**config.mk**
```make
export PLATFORM = sky130hd
export DESIGN_NAME = bg_vram_ctrl
export DESIGN_NICKNAME = d
export VERILOG_FILES = /design/src/rtl/bg_vram_ctrl.sv
export SDC_FILE = /design/constraint.sdc
export NUM_CORES = 1
export LEC_CHECK = 0
export ABC_AREA = 1
export BUFFER_PORTS_ARGS = -buffer_cell sky130_fd_sc_hd__buf_2
export CORE_MARGIN = 8
export CORE_UTILIZATION = 31
export DETAILED_ROUTE_END_ITERATION = 10
export HOLD_SLACK_MARGIN = 0.15
export PLACE_DENSITY = 0.48
export SLEW_MARGIN = 20
export SYNTH_ARGS = -nofsm -noshare
export SYNTH_HDL_FRONTEND = slang
export SYNTH_SLANG_ARGS = --single-unit
```
**constraint.sdc**
```tcl
create_clock -name clk -period 7.8 [get_ports clk]
set_input_delay 0 -clock clk [delete_from_list [all_inputs] [get_ports clk]]
set_output_delay 0 -clock clk [all_outputs]
set_load 0.01 [all_outputs]
```
**src/rtl/bg_vram_ctrl.sv**
```systemverilog
// Background VRAM sequencer/arbiter: prefetches packed 3x3-bit words ahead of the beam, pixel_index 1 clk after pixel_en.
// VRAM read data captured 2 clk after the decision; CPU writes take spare cycles, req held until a 1-clk ack, max 1 per 2 clk.
module bg_vram_ctrl #(
    parameter int         BAND_TOP       = 300,
    parameter int         BAND_H         = 128,
    parameter int         WORDS_PER_LINE = 214,
    parameter int         ROW_BITS       = 3,
    parameter logic [8:0] SKY_IDX        = 9'd5,
    parameter logic [8:0] GROUND_IDX     = 9'd7
) (
    input  logic        clk,
    input  logic        reset,
    input  logic [9:0]  y,
    input  logic        line_start,
    input  logic        pixel_en,
    output logic [8:0]  pixel_index,
    output logic [10:0] vram_addr,
    output logic [8:0]  vram_din,
    output logic        vram_we,
    input  logic [8:0]  vram_dout,
    input  logic        cpu_req,
    input  logic [10:0] cpu_addr,
    input  logic [8:0]  cpu_data,
    output logic        cpu_ack
);

    typedef enum logic [1:0] {IDLE, PF0, PF1, RUN} state_t;

    localparam logic [9:0]          TOP_V  = 10'(BAND_TOP);
    localparam logic [10:0]         END_V  = 11'(BAND_TOP + BAND_H);
    localparam logic [ROW_BITS-1:0] TOP_LO = ROW_BITS'(BAND_TOP);
    localparam logic [8:0]          WPL_V  = 9'(WORDS_PER_LINE);
    localparam logic [10:0]         WPL_A  = 11'(WORDS_PER_LINE);

    state_t              state;
    logic [8:0]          cur_word;
    logic [8:0]          next_word;
    logic [7:0]          word_ctr;
    logic [1:0]          phase;
    logic                pend;
    logic [10:0]         pend_addr;
    logic                a_rd;
    logic                a_nxt;
    logic                b_rd;
    logic                b_nxt;

    logic                above;
    logic                in_band;
    logic [ROW_BITS-1:0] row;
    logic [10:0]         base;
    logic [8:0]          ctr_p2;
    logic                ls_band;
    logic                rd_go;
    logic                rd_nxt;
    logic [10:0]         rd_addr;
    logic                cpu_go;
    logic [2:0]          field;

    always_comb begin
        above   = (y < TOP_V);
        in_band = !above && ({1'b0, y} < END_V);
        // Only the low bits of (y - BAND_TOP) matter, and those depend only on the low bits.
        row     = y[ROW_BITS-1:0] - TOP_LO;
        base    = 11'(row) * WPL_A;
        ctr_p2  = {1'b0, word_ctr} + 9'd2;
        ls_band = line_start && in_band;

        rd_go   = 1'b0;
        rd_nxt  = 1'b1;
        rd_addr = pend_addr;
        if (ls_band) begin
            rd_go   = 1'b1;
            rd_nxt  = 1'b0;
            rd_addr = base;
        end else if (!line_start && state == PF0) begin
            rd_go   = 1'b1;
            rd_addr = base + 11'd1;
        end else if (!line_start && state == RUN && pend) begin
            rd_go   = 1'b1;
        end

        // Display reads always win; the ack still visible this cycle blocks an immediate re-grant.
        cpu_go = cpu_req && !cpu_ack && !rd_go;

        case (phase)
            2'd0:    field = cur_word[8:6];
            2'd1:    field = cur_word[5:3];
            default: field = cur_word[2:0];
        endcase
    end

    always_ff @(posedge clk) begin
        if (reset) begin
            state       <= IDLE;
            pixel_index <= 9'd0;
            vram_addr   <= 11'd0;
            vram_din    <= 9'd0;
            vram_we     <= 1'b0;
            cpu_ack     <= 1'b0;
            cur_word    <= 9'd0;
            next_word   <= 9'd0;
            word_ctr    <= 8'd0;
            phase       <= 2'd0;
            pend        <= 1'b0;
            pend_addr   <= 11'd0;
            a_rd        <= 1'b0;
            a_nxt       <= 1'b0;
            b_rd        <= 1'b0;
            b_nxt       <= 1'b0;
        end else begin
            a_rd    <= rd_go;
            a_nxt   <= rd_nxt;
            b_rd    <= a_rd && !line_start;
            b_nxt   <= a_nxt;
            cpu_ack <= cpu_go;

            if (rd_go) begin
                vram_addr <= rd_addr;
                vram_we   <= 1'b0;
            end else if (cpu_go) begin
                vram_addr <= cpu_addr;
                vram_din  <= cpu_data;
                vram_we   <= 1'b1;
            end else begin
                vram_we   <= 1'b0;
            end

            if (pixel_en && !line_start)
                pixel_index <= in_band ? {6'b0, field} : (above ? SKY_IDX : GROUND_IDX);

            if (line_start) begin
                word_ctr <= 8'd0;
                phase    <= 2'd0;
                pend     <= 1'b0;
                state    <= in_band ? PF0 : IDLE;
            end else begin
                case (state)
                    PF0: state <= PF1;
                    PF1: state <= RUN;
                    RUN: begin
                        if (pend)
                            pend <= 1'b0;
                        if (pixel_en) begin
                            if (phase == 2'd2) begin
                                cur_word  <= next_word;
                                word_ctr  <= word_ctr + 8'd1;
                                phase     <= 2'd0;
                                pend      <= (ctr_p2 < WPL_V);
                                pend_addr <= base + 11'(ctr_p2);
                            end else begin
                                phase <= phase + 2'd1;
                            end
                        end
                    end
                    default: ;
                endcase
            end

            // Returning read data lands last so it is never overwritten by the word shift.
            if (b_rd && !line_start) begin
                if (b_nxt)
                    next_word <= vram_dout;
                else
                    cur_word  <= vram_dout;
            end
        end
    end

endmodule
```
* Word-level counts from Yosys, hierarchy flattened
Index checks and enable logic that the tools add are counted.
** Storage, ports and cells
- Register bits after elaboration :: 77
- Output and inout bits :: 31
** Operators by class
- Add/sub/neg operators :: 6
- $mul :: 1
- Order comparisons :: 3
- Equal/unequal tests :: 5
- Muxes and demuxes :: 24
- Bitwise operators :: 2
- Reductions and logical operators :: 24
** Operators with widths (count)
- $mux 9 :: 6
- $mux 11 :: 4
- $lt 10x9->1 const B :: 2
- $add 11x1->11 const B :: 1
- $add 11x9->11 :: 1
- $logic_and 1x1->1 :: 10
- $mul 3x7->10 const B :: 1
- $add 8x2->9 const B :: 1
- $lt 9x8->1 const B :: 1
- $add 8x1->8 const B :: 1
- $mux 1 :: 8
- $eq 2x2->1 const B :: 3
- $mux 2 :: 3
- $pmux 3 s2 :: 1
- $reduce_and 2->1 :: 3
- $eq 2x1->1 const B :: 2
- $logic_not 1->1 :: 4
- $pmux 2 s2 :: 1
- $reduce_and 4->1 :: 1
- $reduce_or 2->1 :: 2
- $mux 3 :: 1
- $reduce_and 3->1 :: 1
- $reduce_bool 3->1 :: 1
- $sub 3x3->3 const B :: 1
- other kinds (4) :: 5

* Logic depth before layout (Yosys ltp)
- Depth in word-level cells :: 10
- Mapped depth :: 22
- Gate-level depth less buffers :: 22

* Least setup slack after synthesis
Ideal clock, no wire load.
- Path type :: input -> register
- Start point :: input port y[2]
- End point :: register pend_addr[10]
- Data arrival time :: 2474 ps
- Required time :: 7691 ps
- Path slack :: 5217 ps
- Stages :: 20
- Buffers on the path :: 0
- Path through :: inv_1 > ha_1 > inv_1 > ha_1 > inv_1 > fa_1 > inv_1 > nand3_1 > nand2_1 > xor2_1 > inv_1 > ha_1 > a21o_1 > nor2_1 > nand2_1 > a21o_1 > nand3_1 > nand3_1 > nand2_1 > inv_1
** Between the ends
- Word-level cells in the longest chain between the ends :: 3
** Ends and longest elaborated chain
- start, declared :: RTL line 13 : input logic [9:0] y,
- $sub 3x3->3 :: RTL line 63 : row = y[ROW_BITS-1:0] - TOP_LO;
- $mul 3x7->10 :: RTL line 64 : base = 11'(row) * WPL_A;
- $add 11x9->11 :: RTL line 149 : pend_addr <= base + 11'(ctr_p2);
- end signal, assigned :: RTL line 149
- end, declared :: RTL line 41 : logic [10:0] pend_addr;
Every way passes these cells.
A chain may end at the register's enable or synchronous reset.

* Final worst setup path
- Start point :: input port y[0]
- End point :: register pend_addr[10]
The elaborated chain is that of the path after synthesis.

==> metrics.md <==
| Metric | Value |
|---|---|
| CTS tree | `done` |
| HP Class | `in2reg` |
| Area of the multi-input gates | `0.002069 mm^2` |
| CP max-delay cell | `dlygate4sd3_1` |
| Largest net degree at the start of global routing | `36` |
| Count of cells along the worst hold path | `5` |
| Pre-CTS setup slack | `4.807 ns` |
| Total core area | `0.01252 mm^2` |
| Drt drc | `0` |
| First-pass DRT Iterations | `7` |
| Status | `finished clean` |
| Worst path cell trace | `dlygate4sd3_1, buf_2, ha_1, inv_1, fa_1, inv_1, nand3_1, nand2_1, xor2_1, inv_1, ha_1, a21o_1, nor2_1, nand2_1, a21o_1, nand3_1, nand3_1, nand2_1, inv_1` |
| FF+latch area | `around 0.0014 mm^2` |
| Total Nets Final | `around 740` |
| Clock H-tree levels | `3` |
| Worst path required time | `8.02 ns` |
| Layout cell share with drive strength beyond 1 | `14.35%` |
| GPL Wtd Cong | `around 0.83` |
| Grt ovf | `0` |
| Mapped Cells | `575` |
| Asr flop ratio synth | `0%` |
| Peak supply drop | `0.08878 mV` |
| Synth warn | `0` |
| Vias in the first global route | `3785` |
| Inserted Clock Buffers | `9` |
| Vias | `3881` |
| Synth area leader | `dfxtp_1` |
| Clk sink count | `71` |
| Die Y | `128.6 um` |
| I/O pins | `75` |
| DPL Wire Length | `8186 um` |
| Longest Clk Path Bufs | `2` |
| Global-route wire length before repair | `18110 um` |
| FF-to-FF setup slack | `5.27 ns` |
| Site Rows | `41` |
| Pwr/cell area | `187.8 mW/mm^2` |
| Min Tclk post-route | `3.109 ns` |
| Area Overhead vs Synth | `27.60%` |
| Synthesized area | `between 0.003 and 0.004 mm^2` |
| TNS Setup | `0 ns` |
| Layout fillers | `1336` |
| Leakage | `2.417 nW` |
| Slew at the pin with the worst max-slew slack | `0.9435 ns` |
| Top FF cell, synth | `dfxtp_1` |
| CTS root buf | `clkbuf_16` |
| Clock Latency Late Sink | `0.33 ns` |
| IO Port Bufs | `68` |
| Syn_area_per_cell | `6.835 um^2` |
| Setup violators final | `0` |
| Hold_sp | `cpu_req` |
| WHS Endpoint | `vram_din[6]$_SDFFE_PP0P_` |
| Postcts setup bufs | `0` |
| Buffers & Inverters on Critical Path | `6` |
| Top cell type's share of synthesized area | `36.17%` |
| Initial antenna violation count | `0` |
| Wire length per cell | `12.98 um` |
| Final period util | `39.86%` |
| Worst rel slew slack | `37.03%` |
| Die width | `128.6 um` |
| Starting Density | `approximately a third` |
| Unique masters post-synth | `37` |
| Critical Path End Type | `flop` |
| Final WL | `11010 um` |
| Top cell family by delay on the critical path | `adder cells` |
| Critical Path Fanout Max | `6` |
| Top post-synthesis cells by area | `dfxtp_1, nand2_1, inv_1, o21ai_0, a21oi_1` |
| Antenna Cells | `0` |
| Iteration-0 DRC Markers | `230` |
| CTS clk-pin slew, worst paths | `~0.060 ns` |
| FF-to-FF Start | `word_ctr[1]$_SDFFE_PP0P_` |
| CP dominant cell by count | `inv_1` |
| Worst setup path category | `in2reg` |
| Setup Skew | `between 0.006 and 0.007 ns` |
| Most common cell after layout, fill and taps aside | `nand2_1` |
| Antenna Nets Post-Route | `0` |
| Register area share after synthesis | `36.17%` |
| RSZ-0062 raised after global routing | `false` |
| Count of flip-flops with a built-in enable after synthesis | `0` |
| Final Max Slew Viols | `0` |
| GR Util All Layers | `13.53%` |
| FF+latch count, synth | `between 70 and 80` |
| Most frequent cells in the layout | `nand2_1, inv_1, dfxtp_1` |
| FF-to-FF End | `pend_addr[7]$_SDFFE_PP0P_` |
| Die footprint | `0.01654 mm^2` |
| Avg Vias per Cell | `4.577` |
| Peak Freq | `around 320 MHz` |
| WHS | `0.1880 ns` |
| Crit-path max cell delay | `0.53 ns` |
| Maximum Capacitance Violations | `0` |
| Startpoint Class | `input port` |
| Final hold vios | `0` |
| Critical path arrival | `3.33 ns` |
| Worst r2r path cells | `14` |
| Setup ws final | `4.691 ns` |
## state kept, by name, indices dropped and copies added, names as in the netlist, 2 cells and up
register	count
state	2
phase	2
next_word	9
pend_addr	11
word_ctr	8
vram_din	9
cur_word	9
vram_addr	11
pixel_index	3
## metal layers
metal  up-vias  global-route usage [%]  part of all wire (%)
li1       2041                       -                     -
met1      1730                   17.85                    50
met2        97                   21.94                    44
met3        13                   3.144                   4.9
met4         0                   2.972                   1.1
met5         -                       0                     0
## area by class of cell
class	count	share of cell area, %
well taps	172	4.291
flip-flops and latches	71	28.34
clock inverters	3	0.8483
inverters	90	6.737
clock buffers	13	4.990
repair buffers	102	13.52
multi-input cells	397	41.27
## synth_stat cells, types with 2 or more instances
master and n:
a21o_1 2, dfxtp_1 71, nand2_2 2, o211ai_1 3
ha_1 19, nand3_2 3, nand3_1 44, nor2_1 54
o221ai_1 2, o21ai_0 60, a22oi_1 2, xor2_1 9
nand2_1 113, a211oi_1 2, fa_1 2, inv_2 5
buf_4 6, clkbuf_1 9, o22ai_1 2, nand4_1 2
inv_1 85, o21ai_1 2, a21oi_1 55, or2_2 2
buf_2 6, nor3_1 2
## where the power goes
part	leakage, nW	switching, mW	internal (mW)
combinational	1.70	0.0925	0.0603
clock	0.140	0.150	0.256
sequential	0.578	0.00619	0.376
total	2.42	0.249	0.693
## per-stage QoR
step | cells | cell area, um^2 | utilization (%) | power [mW]
2_1_floorplan | 580 | 3949 | - | 0.4832
5_1_grt | 848 | 5015 | 40.06 | 0.9913
4_1_cts | 848 | 5015 | 40.06 | 0.9515
3_3_place_gp | 799 | 4392 | 35.09 | 0.5299
6_report | 848 | 5015 | 40.06 | 0.9417
3_5_place_dp | 799 | 4392 | 35.09 | 0.5298
## worst register-to-register path, stage by stage, from the launching register on
cell and delay [ns]:
dfxtp_1 0.36, inv_1 0.13, nor2_1 0.15, xor2_1 0.24, inv_1 0.07, ha_1 0.36, nand2_1 0.07, o21ai_0 0.41
nand2_1 0.10, nand2_1 0.08, a21oi_1 0.06, or2_2 0.27, nand3_1 0.06, nand2_1 0.05, inv_1 0.05
## cells by family (layout without fill, tap and decap cells)
group	count (synthesis)	count (layout)	share of synthesized area [%]
and+or+nand+nor	226	226	24.64
xor gates and xnor gates	9	9	2.006
adders and majority gates	21	21	7.068
buffers and inverters	112	208	11.65
AOI/OAI and AO/OA	135	135	18.37
DFF	71	71	36.17
other	1	6	0.09542
## what timing repair did
item,4_1_cts,5_1_grt
hold buffers,33,0
resized for setup,0,0
hold endpoints to repair,46,0
## worst max path at each step
stage | start | end | cells past startpoint
finish | y[0] | pend_addr[10]$_SDFFE_PP0P_ | 19
global route | y[0] | pend_addr[10]$_SDFFE_PP0P_ | 19
CTS | y[0] | pend_addr[10]$_SDFFE_PP0P_ | 19
detailed placement | y[2] | pend_addr[10]$_SDFFE_PP0P_ | 21
global placement | y[2] | pend_addr[10]$_SDFFE_PP0P_ | 21
floorplan | y[2] | pend_addr[10]$_SDFFE_PP0P_ | 20
No activity file was read; power rests on OpenSTA's default activity.
